## config.mk

```make
export PLATFORM = sky130hd
export DESIGN_NAME = fp_align_stage
export DESIGN_NICKNAME = d
export VERILOG_FILES = /design/src/rtl/fp_align_stage_pkg.sv /design/src/rtl/fp_align_stage_right_shift.sv /design/src/rtl/fp_align_stage.sv
export SDC_FILE = /design/constraint.sdc
export NUM_CORES = 1
export LEC_CHECK = 0
export BUFFER_PORTS_ARGS = -buffer_cell sky130_fd_sc_hd__buf_2
export CAP_MARGIN = 10
export CELL_PAD_IN_SITES_DETAIL_PLACEMENT = 1
export CELL_PAD_IN_SITES_GLOBAL_PLACEMENT = 2
export CORE_MARGIN = 1.5
export CORE_UTILIZATION = 37
export DETAILED_ROUTE_END_ITERATION = 8
export PLACE_DENSITY = 0.93
export SYNTH_ARGS = -nofsm -noshare
export SYNTH_HDL_FRONTEND = slang
export SYNTH_HIERARCHICAL = 1
export SYNTH_SLANG_ARGS = --single-unit
```

## constraint.sdc

```tcl
create_clock -name CLK -period 5.2 [get_ports CLK]
set_clock_uncertainty 0.1 [all_clocks]
set_input_delay 0.52 -clock CLK [delete_from_list [all_inputs] [get_ports CLK]]
set_output_delay 0.52 -clock CLK [all_outputs]
set_load 0.02 [all_outputs]
```

## src/rtl/fp_align_stage_pkg.sv

```systemverilog
// Shared FPU definitions: binary32 widths, the aligned-operand payload
// handed to the add/normalise stage, and operand unpack helpers.
package fp_align_stage_pkg;

  localparam int FRAC_W = 26;
  localparam int EXP_W  = 8;
  localparam logic [EXP_W-1:0] EXP_SPECIAL = 8'hFF;

  // Output payload of the alignment stage, consumed by add/normalise.
  typedef struct packed {
    logic              sign_large;
    logic              eff_sub;
    logic [EXP_W-1:0]  exp_max;
    logic [FRAC_W-1:0] frac_large;
    logic [FRAC_W-1:0] frac_small;
    logic              sticky;
    logic              special;
  } fp_aligned_t;

  // Ordered operands held between capture and align.
  typedef struct packed {
    logic              sign_large;
    logic              eff_sub;
    logic [EXP_W-1:0]  exp_max;
    logic [FRAC_W-1:0] frac_large;
    logic [FRAC_W-1:0] frac_small_pre;
    logic [EXP_W-1:0]  shamt;
    logic              special;
  } fp_ordered_t;

  // Subnormals share the scale of exponent 1.
  function automatic logic [EXP_W-1:0] eff_exp(input logic [EXP_W-1:0] e);
    return (e == '0) ? 8'd1 : e;
  endfunction

  // {headroom, hidden, fraction, guard}
  function automatic logic [FRAC_W-1:0] unpack_frac(input logic [EXP_W-1:0] e,
                                                    input logic [22:0] f);
    return {1'b0, (e != '0), f, 1'b0};
  endfunction

endpackage

```

## src/rtl/fp_align_stage_right_shift.sv

```systemverilog
// Logical right shift of a significand; shifts past its width give zero.
module right_shift
  import fp_align_stage_pkg::*;
(
  input  logic [FRAC_W-1:0] din_i,
  input  logic [EXP_W-1:0]  shamt_i,
  output logic [FRAC_W-1:0] dout_o
);

  // Saturate large shift amounts to an all-zero result.
  always_comb begin
    dout_o = '0;
    if (shamt_i < 8'(FRAC_W)) dout_o = din_i >> shamt_i;
  end

endmodule

```

## src/rtl/fp_align_stage.sv

```systemverilog
// Two-stage binary32 operand alignment: stage 1 unpacks and orders the
// operands by magnitude, stage 2 right-shifts the smaller significand and
// collects the sticky bit. Valid/ready on both sides.
module fp_align_stage
  import fp_align_stage_pkg::*;
(
  input  logic              CLK,
  input  logic              nRST,
  input  logic              flush,
  input  logic              in_valid,
  output logic              in_ready,
  input  logic [31:0]       op_a,
  input  logic [31:0]       op_b,
  input  logic              sub,
  output logic              out_valid,
  input  logic              out_ready,
  output logic              sign_large,
  output logic              eff_sub,
  output logic [EXP_W-1:0]  exp_max,
  output logic [FRAC_W-1:0] frac_large,
  output logic [FRAC_W-1:0] frac_small,
  output logic              sticky,
  output logic              special
);

  logic [2:1]  vld_q, vld_d;
  fp_ordered_t s1_q, s1_d;
  fp_aligned_t out_q, out_d;
  logic        adv1, adv2, load1, load2;

  logic              sa, sb, swap;
  logic [EXP_W-1:0]  ea, eb;
  logic [FRAC_W-1:0] fa, fb;
  logic [FRAC_W-1:0] shifted, mask;

  // Handshake: a stage advances when its successor is empty or draining.
  always_comb begin
    adv2  = vld_q[2] ? out_ready : 1'b1;
    adv1  = !vld_q[1] || adv2;
    load1 = in_valid && adv1;
    load2 = vld_q[1] && adv2;
    vld_d[1] = load1 || (vld_q[1] && !adv2);
    vld_d[2] = load2 || (vld_q[2] && !out_ready);
    if (flush) vld_d = '0;
  end

  assign in_ready = adv1;

  // Stage 1: unpack, order by magnitude (ties keep A first), exponent diff.
  always_comb begin
    sa   = op_a[31];
    sb   = op_b[31] ^ sub;
    ea   = eff_exp(op_a[30:23]);
    eb   = eff_exp(op_b[30:23]);
    fa   = unpack_frac(op_a[30:23], op_a[22:0]);
    fb   = unpack_frac(op_b[30:23], op_b[22:0]);
    swap = (eb > ea) || ((eb == ea) && (fb > fa));
    s1_d = '0;
    s1_d.eff_sub = sa ^ sb;
    s1_d.special = (op_a[30:23] == EXP_SPECIAL) || (op_b[30:23] == EXP_SPECIAL);
    if (swap) begin
      s1_d.sign_large     = sb;
      s1_d.exp_max        = eb;
      s1_d.frac_large     = fb;
      s1_d.frac_small_pre = fa;
      s1_d.shamt          = eb - ea;
    end else begin
      s1_d.sign_large     = sa;
      s1_d.exp_max        = ea;
      s1_d.frac_large     = fa;
      s1_d.frac_small_pre = fb;
      s1_d.shamt          = ea - eb;
    end
  end

  right_shift u_rshift (
    .din_i   (s1_q.frac_small_pre),
    .shamt_i (s1_q.shamt),
    .dout_o  (shifted)
  );

  // Stage 2: mask covers exactly the bits the shifter discards.
  always_comb begin
    mask = '1;
    if (s1_q.shamt < 8'(FRAC_W)) mask = (26'd1 << s1_q.shamt) - 26'd1;
    out_d            = '0;
    out_d.sign_large = s1_q.sign_large;
    out_d.eff_sub    = s1_q.eff_sub;
    out_d.exp_max    = s1_q.exp_max;
    out_d.frac_large = s1_q.frac_large;
    out_d.frac_small = shifted;
    out_d.sticky     = |(s1_q.frac_small_pre & mask);
    out_d.special    = s1_q.special;
  end

  // Pipeline registers; payloads only move on a load so held output is stable.
  always_ff @(posedge CLK or negedge nRST) begin
    if (!nRST) begin
      vld_q <= '0;
      s1_q  <= '0;
      out_q <= '0;
    end else begin
      vld_q <= vld_d;
      if (load1) s1_q  <= s1_d;
      if (load2) out_q <= out_d;
    end
  end

  assign out_valid  = vld_q[2];
  assign sign_large = out_q.sign_large;
  assign eff_sub    = out_q.eff_sub;
  assign exp_max    = out_q.exp_max;
  assign frac_large = out_q.frac_large;
  assign frac_small = out_q.frac_small;
  assign sticky     = out_q.sticky;
  assign special    = out_q.special;

endmodule
```

==> results of run 1 <==
sequential cells by signal, indices dropped and copies added (netlist names):
name        flops
frac_small     26
vld_q           2
sticky          1
eff_sub         1
frac_large     24
exp_max         8
sign_large      1
special         1
s1_q           32
out_d          35
worst max-delay path, delay by kind of cell:
kind                       cells  cell delay, ns
and+or+nand+nor                4            1.13
AOI/OAI and AO/OA              4            0.92
buffers and inverters          4            0.75
adders and majority gates      2            0.41
muxes                          1            0.23
stage by stage:
stage	instance area, µm²	setup WS, ns	total power [mW]	utilization
CTS	10500	1.50	3.66	0.431
detailed placement	9880	1.09	2.44	0.407
global route	10500	1.08	3.83	0.431
finish	10500	1.42	3.64	0.431
global placement	9880	1.25	2.41	0.407
floorplan	9130	2.02	2.07	-
cell families after synthesis:
kind of cell	after synthesis	share of synthesized area
flops	131	0.360
mux	74	0.0933
compound gates	244	0.173
buf+inv	138	0.0735
xor+xnor	5	0.00481
other cells	1	0.000412
fa+ha+maj	43	0.0605
simple gates	495	0.234
cell usage in the layout, fill, tap and decap left out, types with 8 or more instances in the layout:
master     netlist  final
a211oi_1        10     10
a21oi_1         43     42
a22oi_1         11     11
a31oi_1         39     39
buf_2            9    132
buf_4           10     12
clkbuf_16        0     17
conb_1           1      8
dfrtp_1        131    130
ha_1            40     40
inv_1           54     54
mux2_2          13     13
mux2i_1         53     53
nand2_1        313    312
nand3_1         11     11
nand4_1         16     16
nor2_1          80     80
nor2b_1          9      9
nor3_1          10     10
o21ai_0         44     44
o21ai_1         20     20
o22ai_1          8      8
or3_1            8      8
final timing paths:
check	from	endpoint	slack, ns	depth (start not counted)
max in group asynchronous	nRST	out_d[31]$_DFFE_PN0P_	3.77	2
min in group CLK	flush	vld_q[1]$_DFF_PN0_	0.15	2
min reg2reg	out_d[55]$_DFFE_PN0P_	exp_max[1]$_DFFE_PN0P_	0.36	2
max	op_a[24]	out_d[51]$_DFFE_PN0P_	1.42	15
min	nRST	frac_small[14]$_DFFE_PN0P_	0.04	1
max reg2reg	s1_q[8]$_DFFE_PN0P_	sticky$_DFFE_PN0P_	1.56	9
area by class of cell:
type / instances / area, µm² / area share
sequential: 131 / 3280 / 0.314
multi-input combinational: 869 / 5200 / 0.497
timing repair buffer: 146 / 782 / 0.0748
clock buffer: 17 / 425 / 0.0407
inverter: 55 / 206 / 0.0197
clock inverter: 15 / 156 / 0.0150
tap: 324 / 405 / 0.0388
routing by layer:
metal / wire length [µm] / global-route usage / share of wire / vias to the layer above
li1: - / - / - / 4088
met4: 524 / 0.0658 / 0.018 / 0
met1: 13500 / 0.318 / 0.45 / 4233
met5: 0 / 0 / 0 / -
met3: 1210 / 0.0353 / 0.041 / 41
met2: 14400 / 0.397 / 0.49 / 244
power groups by stage:
stage	Sequential (mW)	Combinational (mW)	Clock, mW
2_1_floorplan	1.34	0.731	0
3_3_place_gp	1.32	1.10	0
3_5_place_dp	1.32	1.12	0
5_1_grt	1.33	1.24	1.27
6_report	1.31	1.13	1.20
4_1_cts	1.30	1.13	1.22
==> flow_summary.ini, run 1 <==
[run_status]
status = finished, final reports clean

[power_and_ir_drop]
p_int_mw = 2.21
p_comb_frac = 0.311
switching_power_mw = 1.43
power_density_mw_per_mm2 = 348
clkPwrFrac = 0.330
pwr-share-seq = 0.359
power.share.switching = 0.392
max-vdd-ir-drop_mv = 0.196
leakagePower_nw = 5.11

[synthesis]
synth.largest_area_cell = dfrtp_1
yosys.area.top_type_share = 0.360
ys_types = 90
postSynthCellCount = 1131
synth_ff_type = dfrtp_1
yosysMostFrequentCell = nand2_1
synth-edff-count = 0
yosys-top-cells-count = nand2_1, dfrtp_1, nor2_1
syn_area_mm2 = 0.00910
ys_top_cells_by_area = dfrtp_1, nand2_1, mux2i_1
ys_seq_elements = 131
async_flop_share = 1.00
ys_warn_count = 6
avgSynthCellArea_um2 = 8.05
ys_seq_area_frac = 0.360

[detailed_routing]
vias = 8606
drt_wl_total_um = 29600
drt_iter0_drc = 527
via_per_inst = 5.53
drt_first_pass_iters = 5
drcViolationCount = 0
wl_per_cell_um = 19.0
antenna_left = 0

[clock_network]
root_buffer = clkbuf_16
cts_tree = built
clockBufferDepth = 2
cts_max_level = 4
numCtsBuffers = 17
cts_post_setup_buffers_inserted = 0
cts_repair_resize_count = 0
clock-sinks = 131
clk_pin_slew_ns = 0.07
holdBufCountCts = 0
clock_latency_ns = 0.43

[timing]
setup-tns-final_ns = 0
max_freq_mhz = 264
hold_viol_final = 0
finalCritPeriodShare = 0.728
tightest_slew_ns = 0.850
slew_headroom = 0.434
min_period_ns = 3.78
setup_viol = 0
rsz0062_at_grt = false
maxSlewViolCount = 0
whs_ns = 0.0402

[setup_path]
arrival_ns = 3.96
cpMaxStageDelayCell = nor3_4
path_max_fanout = 27
start_kind = input pin
cp.required_ns = 5.38
cp_slowest_stage_delay_ns = 0.66
cp_cell_sequence = buf_2, nor4_1, nand2_1, inv_1, nor2_1, inv_1, ha_1, fa_1, o21ai_0, a31oi_1, o21ai_0, nor3_4, buf_4, mux2i_1, o21ai_0
crit_top_cell = o21ai_0
cp-end-kind = register
crit_type = input pin to register

[grt]
grt_max_degree = 87
first_global_vias = 8805
antenna_found_initial = 0
grt.total_usage = 0.237
grt-ovfl-total = 0
grt_first_pass_wirelength_um = 48300

[layout]
final_nets = 1332
fillCellCount = 3020
syn2layout_area_growth_pct = 14.9
n_antenna_cell = 0
drive_gt1_frac = 0.179
fin_cells = 1557

[floorplanning]
die_h_um = 160
start_util = 0.375
die-area_mm2 = 0.0255
die_w_um = 160
core_area_mm2 = 0.0242
std_cell_rows = 57
num_io_pins = 136

[place]
place_congestion = 0.923
io_buffers = 133
dp.cells = 1525
hpwl_um = 21300

[worst_hold_path]
min_path_type = input pin to async pin

[flow_run]
maxCapViolations = 0
No activity file was read; power rests on OpenSTA's default activity.
==> run 2: changes to the inputs <==
--- a/config.mk
+++ b/config.mk
@@ -5,14 +5,15 @@
 export SDC_FILE = /design/constraint.sdc
 export NUM_CORES = 1
 export LEC_CHECK = 0
+export ABC_AREA = 1
 export BUFFER_PORTS_ARGS = -buffer_cell sky130_fd_sc_hd__buf_2
 export CAP_MARGIN = 10
 export CELL_PAD_IN_SITES_DETAIL_PLACEMENT = 1
 export CELL_PAD_IN_SITES_GLOBAL_PLACEMENT = 2
 export CORE_MARGIN = 1.5
-export CORE_UTILIZATION = 37
+export CORE_UTILIZATION = 32
 export DETAILED_ROUTE_END_ITERATION = 8
-export PLACE_DENSITY = 0.93
+export PLACE_DENSITY = 0.86
 export SYNTH_ARGS = -nofsm -noshare
 export SYNTH_HDL_FRONTEND = slang
 export SYNTH_HIERARCHICAL = 1
==> constraint.sdc (replaced) <==
create_clock -name CLK -period 4 [get_ports CLK]
set_clock_uncertainty 0.1 [all_clocks]
set_input_delay 0.4 -clock CLK [delete_from_list [all_inputs] [get_ports CLK]]
set_output_delay 0.4 -clock CLK [all_outputs]
set_load 0.02 [all_outputs]
==> run 2 against run 1 <==
  * Non-clock buffer count grew 4
  * Clock power grew 31%
  * Sequential share of layout area shrank 1.2 points
  * Highest routed layer is now met5
  * First-iteration DRC count grew 16%
  * Sequential power grew 28%
  * Power grew 32%
  * Setup slack lost 0.57 ns
  * Register-to-register slack lost 0.61 ns
  * Hold slack lost 0.010 ns
  * Synthesized cell count grew 21%
  * Critical path depth grew 2
  * Largest power group unchanged
==> flow_summary.ini, run 2 <==
[detailed_routing]
drt_first_pass_iters = 4
drt_wl_total_um = 32400
antenna_left = 0
via_per_inst = 5.15
drcViolationCount = 0
wl_per_cell_um = 17.5
vias = 9527
drt_iter0_drc = 610

[clock_network]
clock-sinks = 131
cts_max_level = 4
clockBufferDepth = 2
root_buffer = clkbuf_16
clk_pin_slew_ns = 0.06
numCtsBuffers = 17
cts_tree = built
clock_latency_ns = 0.44
cts_post_setup_buffers_inserted = 0

[synthesis]
synth-edff-count = 0
avgSynthCellArea_um2 = 6.89
ys_seq_elements = 131
syn_area_mm2 = 0.00940
postSynthCellCount = 1365
ys_seq_area_frac = 0.349
synth_ff_type = dfrtp_1
yosys.area.top_type_share = 0.349
yosysMostFrequentCell = nand2_1
synth.largest_area_cell = dfrtp_1
ys_top_cells_by_area = dfrtp_1, nand2_1, nand3_1
ys_warn_count = 6
async_flop_share = 1.00
ys_types = 46
yosys-top-cells-count = nand2_1, nand3_1, nor2_1

[layout]
final_common_cell = nand2_1
layout_common_cells = nand2_1, nand3_1, nor2_1
register_area_mm2 = 0.00328
largest_register_ffs = 35
final_util = 0.377
final_nets = 1561
multiInputGateArea_mm2 = 0.00519
syn2layout_area_growth_pct = 15.4
fillCellCount = 3733
drive_gt1_frac = 0.165

[timing]
maxSlewViolCount = 0
max_freq_mhz = 317
tightest_slew_ns = 0.927
slew_headroom = 0.382
setup_viol = 0
min_period_ns = 3.15
finalCritPeriodShare = 0.788
whs_ns = 0.0299
setup-tns-final_ns = 0
hold_viol_final = 0
rsz0062_at_grt = false

[grt]
top_usage_layer = met2
grt-ovfl-total = 0
met3_usage = 0.0376
grt_first_pass_wirelength_um = 53100
antenna_found_initial = 4
first_global_vias = 9771
grt.total_usage = 0.220
grt_max_degree = 97
use_met1 = 0.292
met2_usage = 0.364

[setup_path]
cp_slowest_stage_delay_ns = 0.66
path_max_fanout = 50
cp.required_ns = 4.17
start_kind = input pin
cp.buffers_inverters = 3
cp_cell_sequence = buf_2, nor4_1, nand3_1, nor3_1, nor2_1, inv_1, ha_1, fa_1, o21ai_0, nand2_1, o211ai_1, nand2_1, nand2_2, inv_2, nand2_1, nand3_1, o21ai_0
arrival_ns = 3.33
cp-end-kind = register
cpMaxStageDelayCell = inv_2
path_delay_family = simple AND/OR/NAND/NOR gates
crit_top_cell = nand2_1
crit_type = input pin to register

[power_and_ir_drop]
power.share.switching = 0.399
clkPwrFrac = 0.327
max-vdd-ir-drop_mv = 0.205
leakagePower_nw = 5.57
power_density_mw_per_mm2 = 442
switching_power_mw = 1.91
p_comb_frac = 0.323
p_int_mw = 2.88
pwr-share-seq = 0.350

[floorplanning]
die-area_mm2 = 0.0304
die_w_um = 174
num_io_pins = 136
std_cell_rows = 62
start_util = 0.327
die_h_um = 174
core_area_mm2 = 0.0288

[place]
place_congestion = 0.900
hpwl_um = 24500
io_buffers = 133

[worst_hold_path]
min_path_type = input pin to register

[flow_run]
maxCapViolations = 0

[run_status]
status = finished, final reports clean
[run 2: cell types whose count changed after synthesis, moves of 10 or more]
cell	change
a21oi_1	+11
a22oi_1	-10
a31oi_1	-33
buf_2	+15
inv_1	+65
inv_2	+12
mux2_2	-13
mux2i_1	-53
nand2_2	+12
nand3_1	+152
nor2_1	+58
o21ai_0	+89
o22ai_1	+15
[run 2: metal layers]
| layer | wire length [µm] | up-vias | part of all wire |
|---|---|---|---|
| met4 | 631 | 2 | 0.019 |
| li1 | - | 4657 | - |
| met5 | 13 | - | 0.00040 |
| met3 | 1240 | 36 | 0.038 |
| met1 | 15100 | 4655 | 0.47 |
| met2 | 15400 | 177 | 0.47 |
[run 2: worst reg2reg max path, stage by stage (launching register included)]
cell and delay, ns:
dfrtp_1 0.45, nor2_4 0.33, nand2_1 0.09, nor2_1 0.16
nand2_1 0.07, nor2_1 0.22, inv_1 0.08, ha_1 0.24
nand2_4 0.11, nor2_4 0.06, nand3b_1 0.08, nand2_1 0.08
inv_2 0.09, nand2_1 0.06, nand2_1 0.06, nand3_1 0.07
nor2_1 0.20, nand3_1 0.10, nor2_1 0.22, nor2_1 0.07
[run 2: what timing repair did]
action                                 CTS  global route
endpoints found under the hold margin   73             0
hold buffers                             1             0
setup endpoints to repair                0             0
gates resized for setup                  0             0
[run 2: power by group through the flow]
stage                     Clock, mW  Sequential [mW]  Combinational (mW)
final                          1.57             1.68                1.55
after global routing           1.65             1.70                1.74
after CTS                      1.61             1.68                1.55
after detailed placement          0             1.70                1.54
after global placement            0             1.69                1.51
after floorplan                   0             1.74               0.993
[run 2: cells by family after synthesis]
logic type / share of synthesized area
AND/OR/NAND/NOR: 0.335
AO/OA/AOI/OAI: 0.145
buffers and inverters: 0.101
flip-flops: 0.349
adder cells (fa/ha/maj): 0.0575
XOR/XNOR: 0.0130
other: 0.000399
[run 2: cell type report]
type,instances,area share
inverter,133,0.0462
timing repair buffer,150,0.0750
clock inverter,13,0.0114
tap,384,0.0443
sequential,131,0.302
multi-input combinational,1016,0.479
antenna,3,0.000692
clock buffer,19,0.0417
[run 2: path summary, 6_finish.rpt]
check,startpoint,endpoint,slack [ns],cells after the start
max,op_a[24],s1_q[2]$_DFFE_PN0P_,0.85,17
min,flush,vld_q[1]$_DFF_PN0_,0.03,2
max reg2reg,s1_q[8]$_DFFE_PN0P_,sticky$_DFFE_PN0P_,0.95,19
min reg2reg,frac_small[6]$_DFFE_PN0P_,frac_small[6]$_DFFE_PN0P_,0.37,2
max in group asynchronous,nRST,s1_q[2]$_DFFE_PN0P_,2.42,3
min in group asynchronous,nRST,s1_q[12]$_DFFE_PN0P_,0.49,2
[run 2: through the flow]
step	total power, mW	area, µm²	worst slack, ns	cells
after global placement	3.21	10300	0.528	1813
after global routing	5.09	10800	0.465	1847
final	4.79	10900	0.848	1849
after CTS	4.84	10800	0.842	1846
after detailed placement	3.24	10300	0.385	1813
after floorplan	2.74	9420	1.22	1369
